[config.mk]
export PLATFORM = sky130hd
export DESIGN_NAME = f_d_pipe_reg
export DESIGN_NICKNAME = d
export VERILOG_FILES = /design/src/rtl/f_d_pipe_reg.sv
export SDC_FILE = /design/constraint.sdc
export NUM_CORES = 1
export LEC_CHECK = 0
export CORE_MARGIN = 1.5
export CORE_UTILIZATION = 44
export CTS_BUF_LIST = sky130_fd_sc_hd__clkbuf_8
export DETAILED_ROUTE_END_ITERATION = 10
export PLACE_DENSITY_LB_ADDON = 0.12
export SYNTH_ARGS = -nofsm -noshare
export SYNTH_HDL_FRONTEND = slang
export SYNTH_SLANG_ARGS = --single-unit
[constraint.sdc]
create_clock -name clk -period 2.6 [get_ports clk]
set_clock_uncertainty 0.15 [all_clocks]
set_input_delay 0.39 -clock clk [delete_from_list [all_inputs] [get_ports clk]]
set_output_delay 0.39 -clock clk [all_outputs]
set_load 0.02 [all_outputs]
[src/rtl/f_d_pipe_reg.sv]
// F->D pipeline register: captures the fetched instruction for decode,
// flags fetch address errors (AdEL), carries the delay-slot flag and
// counts real instructions delivered to D.
module f_d_pipe_reg #(
  parameter logic [31:0] TEXT_LO  = 32'h0000_3000,
  parameter logic [31:0] TEXT_HI  = 32'h0000_6FFC,
  parameter logic [31:0] HANDLER  = 32'h0000_4180,
  parameter logic [4:0]  EXC_ADEL = 5'd4
) (
  input  logic        clk,
  input  logic        reset,
  input  logic [31:0] F_PC,
  input  logic [31:0] F_Instr,
  input  logic        F_BD,
  input  logic        stall,
  input  logic        flush,
  input  logic        Req,
  output logic [31:0] D_PC,
  output logic [31:0] D_Instr,
  output logic        D_BD,
  output logic [4:0]  D_ExcCode,
  output logic        D_Valid,
  output logic [31:0] D_FetchCnt
);

  typedef struct packed {
    logic [31:0] pc;
    logic [31:0] instr;
    logic        bd;
    logic [4:0]  exc;
    logic        vld;
  } d_reg_t;

  d_reg_t      d_q, d_nxt;
  logic [31:0] cnt_q, cnt_nxt;
  logic        adel;

  // Fetch address error: misaligned or outside the text segment (unsigned).
  always_comb begin
    adel = (F_PC[1:0] != 2'b00) | (F_PC < TEXT_LO) | (F_PC > TEXT_HI);
  end

  // Next D contents; exception request beats stall, stall beats flush.
  always_comb begin
    d_nxt   = d_q;
    cnt_nxt = cnt_q;
    if (Req) begin
      d_nxt = '{pc: HANDLER, instr: 32'h0, bd: 1'b0, exc: 5'd0, vld: 1'b0};
    end else if (stall) begin
      d_nxt   = d_q;
    end else if (flush) begin
      // Bubble keeps the real PC/BD so a later interrupt reports a correct EPC.
      d_nxt = '{pc: F_PC, instr: 32'h0, bd: F_BD, exc: 5'd0, vld: 1'b0};
    end else begin
      d_nxt = '{pc:    F_PC,
                instr: adel ? 32'h0 : F_Instr,
                bd:    F_BD,
                exc:   adel ? EXC_ADEL : 5'd0,
                vld:   1'b1};
      // AdEL fetches are real fetches carrying an exception, so they count.
      cnt_nxt = cnt_q + 32'd1;
    end
  end

  // D register and fetch counter, cleared asynchronously on reset.
  always_ff @(posedge clk or negedge reset) begin
    if (!reset) begin
      d_q   <= '{pc: TEXT_LO, instr: 32'h0, bd: 1'b0, exc: 5'd0, vld: 1'b0};
      cnt_q <= 32'h0;
    end else begin
      d_q   <= d_nxt;
      cnt_q <= cnt_nxt;
    end
  end

  assign D_PC       = d_q.pc;
  assign D_Instr    = d_q.instr;
  assign D_BD       = d_q.bd;
  assign D_ExcCode  = d_q.exc;
  assign D_Valid    = d_q.vld;
  assign D_FetchCnt = cnt_q;

endmodule

==> flow_metrics.tcl, run 1 <==
set metrics [dict create \
    synth_top_cell_by_area "dfrtp_1" \
    cts_resized 0 \
    p_per_area_nw_per_um2 523 \
    synthArstFlopShare_pct 100 \
    cts_buffer_depth 2 \
    drv_cap 0 \
    dieArea_um2 9920 \
    synth_top_area_share_pct 59.1 \
    io_buffers 168 \
    wl_per_cell_um 15.9 \
    ir_drop_uv 227 \
    synth.avg_cell_area_um2 12.5 \
    critPathKind "in -> reg" \
    postCtsHoldBufs 1 \
    yosys_warnings 0 \
    synth.distinct_cells 38 \
    critical_path.max_fanout 32 \
    clk_latency_ns 0.36 \
    drive_gt1_share_pct 7.52 \
    cts_root_buffer "clkbuf_8" \
    track_usage_pct 20.8 \
    finalSetupTns_ns 0 \
    finalNonFillerCells 616 \
    io_pins 173 \
    synth_area_um2 4110 \
    final-setup-viol-count 0 \
    rsz0062_at_grt "false" \
    route.detailed.drc 0 \
    area_growth_pct 49.0 \
    arrival_ns 2.40 \
    synthFlopType "dfrtp_1" \
    globalRouteOverflowTotal 0 \
    clkTransAtPathRegs_ns 0.09 \
    finalCritPeriodShare_pct 87.3 \
    die_x_um 99.6 \
    clock_sinks 99 \
    diodes 0 \
    grt_max_degree 57 \
    synth_commonest_cells "97 x dfrtp_1, 35 x nor2_1, 32 x a22o_1" \
    crit_path_end_kind "flop" \
    relSlewSlack_pct 61.8 \
    required_ns 2.74 \
    seq_area_frac_synth_pct 60.4 \
    outcome "completed" \
    core_um2 9150 \
    grt_pass1_vias 3245 \
    place_congestion 0.840 \
    cellLeakagePower_nw 2.69 \
    synth_cells 329 \
    wl_mm 9.82 \
    vias_per_cell 5.15 \
    first_pass_iters 5 \
    min_delay_path_depth 3 \
    post-dp-hpwl_mm 6.98 \
    start_util_pct 44.9 \
    yosysMostFrequentCell "dfrtp_1" \
    h-tree-depth 3 \
    layout.nets 571 \
    cts_tree "built" \
    clock.fmax_mhz 441 \
    grt_pass1_wl_mm 16.3 \
    tightestPinTransition_ns 0.573 \
    synth_edf_count 0 \
    cts_buffers 9 \
    worstSetupStartpointType "input pin" \
    synthTopCellsByArea "dfrtp_1 59%, mux2i_1 7.3%, a22o_1 6.8%" \
    row_count 35 \
    synth_seq_cells 99 \
    antenna_left 0 \
    dieHeight_um 99.6 \
    hp-class "in -> reg" \
    hold_viol_final 0 \
    postLayoutCellArea_um2 6120 \
    placed_cell_area_um2 5910 \
    antenna_found_initial 0 \
    rr_worst_depth 6 \
    first_iter_violations 96 \
    vias 3174 \
    postCtsSetupBuffers 0 \
    min_period_ns 2.27 \
    place_inst 599 \
    slew_viol_final 0 \
]
-- per-layer routing --
| layer | GRT usage, % | vias to the layer above | wire length (um) |
|---|---|---|---|
| li1 | - | 1507 | - |
| met1 | 28.2 | 1549 | 4340 |
| met2 | 32.7 | 110 | 4740 |
| met3 | 5.13 | 8 | 616 |
| met4 | 7.37 | 0 | 125 |
| met5 | 0 | - | 0 |
-- cells by family after synthesis --
family | synth area share (%)
multiplexers | 7.59
AO/OA/AOI/OAI | 8.93
XOR/XNOR | 6.61
adder cells (fa/ha/maj) | 0.305
AND/OR/NAND/NOR | 12.7
buffers and inverters | 3.38
flip-flops | 60.4
other | 0.0913
-- sequential cells by signal (all words and copies together), names as in the netlist --
signal      cells
D_BD            1
D_ExcCode       1
D_FetchCnt     32
D_Instr        32
D_PC           32
D_Valid         1
-- layout make-up --
| cell class | instances | area, um^2 |
|---|---|---|
| clock buffers | 11 | 151 |
| clock inverters | 5 | 45.0 |
| fillers | 685 | 3030 |
| inverters | 3 | 11.3 |
| multi-input cells | 207 | 1500 |
| flip-flops and latches | 99 | 2480 |
| well taps | 111 | 139 |
| repair buffers | 180 | 1790 |
-- layout by cell type (no fill, tap or decap), types with 3 or more instances in the layout --
cell type / instances
a211o_1: 3
a22o_1: 32
and3_1: 5
buf_4: 10
clkbuf_8: 11
clkdlybuf4s50_1: 166
conb_1: 4
dfrtp_1: 97
inv_1: 3
mux2i_1: 30
nand2_1: 12
nand3_1: 13
nand4_1: 14
nor2_1: 35
nor2b_1: 3
nor4_1: 6
xnor2_1: 28
xor2_1: 3
-- power breakdown --
group	switching [mW]	total (mW)	internal, mW
registers	0.0727	1.68	1.61
logic	0.262	0.552	0.290
clock network	0.548	0.963	0.415
total	0.883	3.20	2.32
-- path summary, 6_finish.rpt --
| path | end | slack [ns] | from |
|---|---|---|---|
| min | D_FetchCnt[2] | 0.24 | stall |
| max in group asynchronous | D_PC[13] | 1.14 | reset |
| max | D_Instr[8] | 0.33 | F_PC[29] |
| min in group asynchronous | D_FetchCnt[6] | 0.41 | reset |
| min reg2reg | D_FetchCnt[31] | 0.33 | D_FetchCnt[31] |
| max reg2reg | D_FetchCnt[20] | 0.46 | D_FetchCnt[0] |
-- worst max-delay path, stage by stage --
cell             delay [ns]
clkdlybuf4s50_1        0.42
nor4_1                 0.43
buf_4                  0.18
nand4b_1               0.18
a2111oi_4              0.42
buf_12                 0.23
a22o_1                 0.15
-- through the flow --
step	power [mW]	util (%)	hold slack (ns)	setup WS, ns
after global routing	3.35	66.8	0.249	0.243
after CTS	3.24	66.8	0.222	0.312
after floorplan	1.94	-	-0.0556	0.456
final	3.20	66.8	0.241	0.331
after global placement	2.26	64.6	0.267	-0.0217
after detailed placement	2.27	64.6	0.272	-0.0702
No activity file was read; power rests on OpenSTA's default activity.
==> run 2, diff against run 1 <==
--- a/config.mk
+++ b/config.mk
@@ -6,10 +6,10 @@
 export NUM_CORES = 1
 export LEC_CHECK = 0
 export CORE_MARGIN = 1.5
-export CORE_UTILIZATION = 44
+export CORE_UTILIZATION = 45
 export CTS_BUF_LIST = sky130_fd_sc_hd__clkbuf_8
 export DETAILED_ROUTE_END_ITERATION = 10
-export PLACE_DENSITY_LB_ADDON = 0.12
+export PLACE_DENSITY = 0.84
 export SYNTH_ARGS = -nofsm -noshare
 export SYNTH_HDL_FRONTEND = slang
 export SYNTH_SLANG_ARGS = --single-unit
==> constraint.sdc (replaced) <==
create_clock -name clk -period 2.8 [get_ports clk]
set_clock_uncertainty 0.15 [all_clocks]
set_input_delay 0.42 -clock clk [delete_from_list [all_inputs] [get_ports clk]]
set_output_delay 0.42 -clock clk [all_outputs]
set_load 0.02 [all_outputs]
==> flow_metrics.tcl, run 2 (synthesized netlist as in run 1, its figures left out) <==
set metrics [dict create \
    outcome "completed" \
    io_pins 173 \
    clk_latency_ns 0.36 \
    diodes 0 \
    cellLeakagePower_nw 2.67 \
    grt_pass1_vias 3300 \
    reg2reg_slack_ns 0.65 \
    h-tree-depth 3 \
    cts_root_buffer "clkbuf_8" \
    required_ns 2.90 \
    drv_cap 0 \
    row_count 34 \
    core_um2 8760 \
    critical_path.max_fanout 11 \
    layout_commonest_cell "clkdlybuf4s50_1" \
    track_usage_pct 21.1 \
    slew_viol_final 0 \
    finalSetupTns_ns 0 \
    cts_buffer_depth 2 \
    hold_path_end "D_FetchCnt[2]" \
    ir_drop_uv 239 \
    min_period_ns 2.19 \
    wl_per_cell_um 16.4 \
    arrival_ns 2.29 \
    antenna_found_initial 0 \
    pwr-share-clk_pct 29.3 \
    min_from "stall" \
    clock_sinks 99 \
    post-dp-hpwl_mm 7.35 \
    p_switching_mw 0.823 \
    layout.nets 569 \
    route.detailed.drc 0 \
    place_congestion 0.779 \
    rsz0062_at_grt "false" \
    internal_power_mw 2.12 \
    p_total_mw 2.94 \
    worstSetupStartpointType "input pin" \
    hold_viol_final 0 \
    vias_per_cell 5.23 \
    vias 3198 \
    grt_pass1_wl_mm 16.3 \
    hp-class "in -> reg" \
    final-setup-viol-count 0 \
    r2r_start "D_FetchCnt[0]" \
    dieHeight_um 98.5 \
    crit_path_end_kind "flop" \
    timing.rr.end "D_FetchCnt[20]" \
    min_delay_path_depth 3 \
    sw_frac_of_total_pct 27.9 \
    cts_buffers 9 \
    tightestPinTransition_ns 0.612 \
    first_iter_violations 89 \
    first_pass_iters 4 \
    drive_gt1_share_pct 7.16 \
    relSlewSlack_pct 59.2 \
    critPathKind "in -> reg" \
    grt_max_degree 53 \
    cts_tree "built" \
    start_util_pct 46.8 \
    dieArea_um2 9700 \
    cp-startpoint "Req" \
    final_cell_mix "166 x clkdlybuf4s50_1, 97 x dfrtp_1, 35 x nor2_1, 32 x a22o_1, 30 x mux2i_1" \
    pwr-share-comb_pct 17.5 \
    io_buffers 168 \
    die_x_um 98.5 \
    fill_cells 659 \
    finalCritPeriodShare_pct 78.2 \
    rr_worst_depth 6 \
    clkTransAtPathRegs_ns 0.10 \
    p_per_area_nw_per_um2 483 \
    wl_mm 10.0 \
    area_growth_pct 48.3 \
    clock.fmax_mhz 457 \
    cts_resized 0 \
    antenna_left 0 \
    globalRouteOverflowTotal 0 \
    seqPwrFrac_pct 53.1 \
]
run 2: cell count changes in the layout (fill, tap and decap cells not counted), sizes merged:
cell and change:
clkbuf -1, buf -2, clkinv +1
run 2: stage by stage:
step | area (um^2) | worst slack (ns) | hold slack (ns) | cells | utilization, %
after floorplan | 4120 | 0.656 | -0.0256 | 332 | -
after global placement | 5890 | 0.279 | 0.311 | 594 | 67.2
after detailed placement | 5890 | 0.236 | 0.322 | 594 | 67.2
after CTS | 6090 | 0.619 | 0.250 | 611 | 69.5
after global routing | 6090 | 0.490 | 0.250 | 611 | 69.5
final | 6090 | 0.611 | 0.260 | 611 | 69.5
run 2: area by class of cell:
| type | count | area (um^2) | share of cell area, % |
|---|---|---|---|
| sequential | 99 | 2480 | 40.7 |
| timing repair buffer | 178 | 1780 | 29.2 |
| multi-input combinational | 207 | 1500 | 24.6 |
| clock buffer | 10 | 138 | 2.26 |
| tap | 108 | 135 | 2.22 |
| clock inverter | 6 | 47.5 | 0.781 |
| inverter | 3 | 11.3 | 0.185 |
run 2: metal layers:
metal  share of wire (%)  vias to the layer above  GRT usage (%)
met1                  44                     1585           28.1
li1                    -                     1499              -
met2                  49                      104           34.4
met5                   0                        -              0
met4                 1.2                        0           6.39
met3                 5.5                       10           5.39
run 2: worst max-delay path by stage:
stage | end | slack, ns | cells after the start
2_1_floorplan | D_FetchCnt[18] | 0.66 | 6
3_3_place_gp | D_FetchCnt[20] | 0.28 | 6
3_5_place_dp | D_Instr[30] | 0.24 | 6
4_1_cts | D_Instr[30] | 0.62 | 6
5_1_grt | D_Instr[30] | 0.49 | 6
6_report | D_FetchCnt[20] | 0.61 | 6
run 2: worst max-delay path, cell delays in order:
cell and delay [ns]:
clkdlybuf4s50_1 0.47, or4b_4 0.60, nor4_2 0.26, buf_4 0.22
nand4_1 0.16, xnor2_1 0.17
run 2: what timing repair did:
item	4_1_cts	5_1_grt
setup buffers	0	0
hold buffers	1	0
endpoints found under the hold margin	45	0
setup endpoints to repair	0	0
run 2: power by group through the flow:
stage               Clock (mW)  Combinational [mW]  Sequential [mW]
detailed placement           0               0.518             1.59
global route             0.951               0.554             1.58
floorplan                    0               0.142             1.66
finish                   0.863               0.516             1.56
global placement             0               0.502             1.59
CTS                      0.885               0.523             1.56
==> patch, RTL diff (flow settings as in run 2) <==
`TEXT_HI`: 32'h0000_6FFC -> 32'h000037FE.
--- a/src/rtl/f_d_pipe_reg.sv
+++ b/src/rtl/f_d_pipe_reg.sv
@@ -5,3 +5,3 @@
   parameter logic [31:0] TEXT_LO  = 32'h0000_3000,
-  parameter logic [31:0] TEXT_HI  = 32'h0000_6FFC,
+  parameter logic [31:0] TEXT_HI  = 32'h000037FE,
   parameter logic [31:0] HANDLER  = 32'h0000_4180,
Function: changed (a bounded check fails within 4 cycles, from zero or initial values and one cycle with reset low).
==> patch against run 2 <==
The run now ends with DRC left; sequential cell count unchanged; synthesized area rose by 0.37%; routed wire length increased by 2.9%; final area up 0.35%; setup slack got worse by 86 ps; non-clock buffer count fell by 3; via count increased by 1.2%; die area grew 0.36%; power rose by 2.4%; critical endpoint is now D_FetchCnt[27]; largest cell class unchanged.
==> patch: results (changes against run 2) <==
drc: 8  # +8
dr.first_iter.drc_count: 112  # +26%
dpl.hpwl_mm: 7.628  # +3.8%
synth_compound_area_share_pct: 7.561  # -1.4 points
outcome: "finished with violations"
timing.max_slew.rel_slack_pct: 50.24  # -9.0 points
dp.cells: 597  # +0.51%
crit_arrival_ps: 2410  # +120 ps
grtUsageMet3_pct: 5.532  # +0.14 points
holdPathStages: 1  # -2
routed_wirelength_mm: 10.30  # +2.9%
synthXorXnorAreaFrac_pct: 6.590  # -0.024 points
ff2ff_path_depth: 4  # -2
grtUsageMet2_pct: 37.13  # +2.7 points
synth_area_leaders: "dfrtp_1 59%, mux2i_1 7.3%, a22o_1 6.8%"
grt_max_degree: 58  # +9.4%
violations: "DRC"
syn_inst: 335  # +1.8%
met1_length_mm: 4.323  # -1.6%
yosysTopAreaCellShare_pct: 58.91  # -0.22 points
ir_drop_mv: 0.2254  # -5.6%
wl_met3_microns: 693  # +26%
nets: 572  # +0.53%
hold_path.class: "reg2reg"
dr_wl_met2_mm: 5.151  # +4.1%
yosysSeqAreaShare_pct: 60.19  # -0.22 points
synthMuxAreaShare_pct: 7.288  # -0.30 points
stdcell_count: 614  # +0.49%
grtUsageMet1_pct: 26.93  # -1.1 points
place_area_sq_um: 5894  # about the same
grt_pass1_vias: 3327  # +0.82%
internal-power_mw: 2.186  # +3.1%
pwr_density_cell_nw_per_um2: 493.5  # +2.1%
p_comb_share_pct: 17.0  # -0.5 points
drtPass1Iterations: 7  # +3
synth_adder_area_share_pct: 0.3037  # -0.0011 points
patch: logic make-up (layout without fill, tap and decap cells):
logic type                 after synthesis  after routing
AOI/OAI and AO/OA                       36             36
xor gates and xnor gates                31             31
adders and majority gates                1              1
buffers and inverters                   26            194
DFF                                     99             99
muxes                                   30             30
other                                    1              4
and+or+nand+nor                        111            111
patch: path summary, 6_finish.rpt:
check / start / to / slack (ps)
setup reg to reg: D_FetchCnt[9] / D_FetchCnt[27] / 620
min in group asynchronous: reset / D_FetchCnt[6] / 510
setup / recovery: Req / D_FetchCnt[27] / 520
hold / removal: D_FetchCnt[31] / D_FetchCnt[31] / 320
hold reg to reg: D_FetchCnt[31] / D_FetchCnt[31] / 320
max in group asynchronous: reset / D_Instr[13] / 1290
patch: area by class of cell:
cell class	count	area, sq um
fillers	641	2696
flip-flops and latches	99	2480
repair buffers	175	1754
multi-input cells	213	1529
well taps	108	135.1
clock buffers	9	123.9
clock inverters	7	76.32
inverters	3	11.26
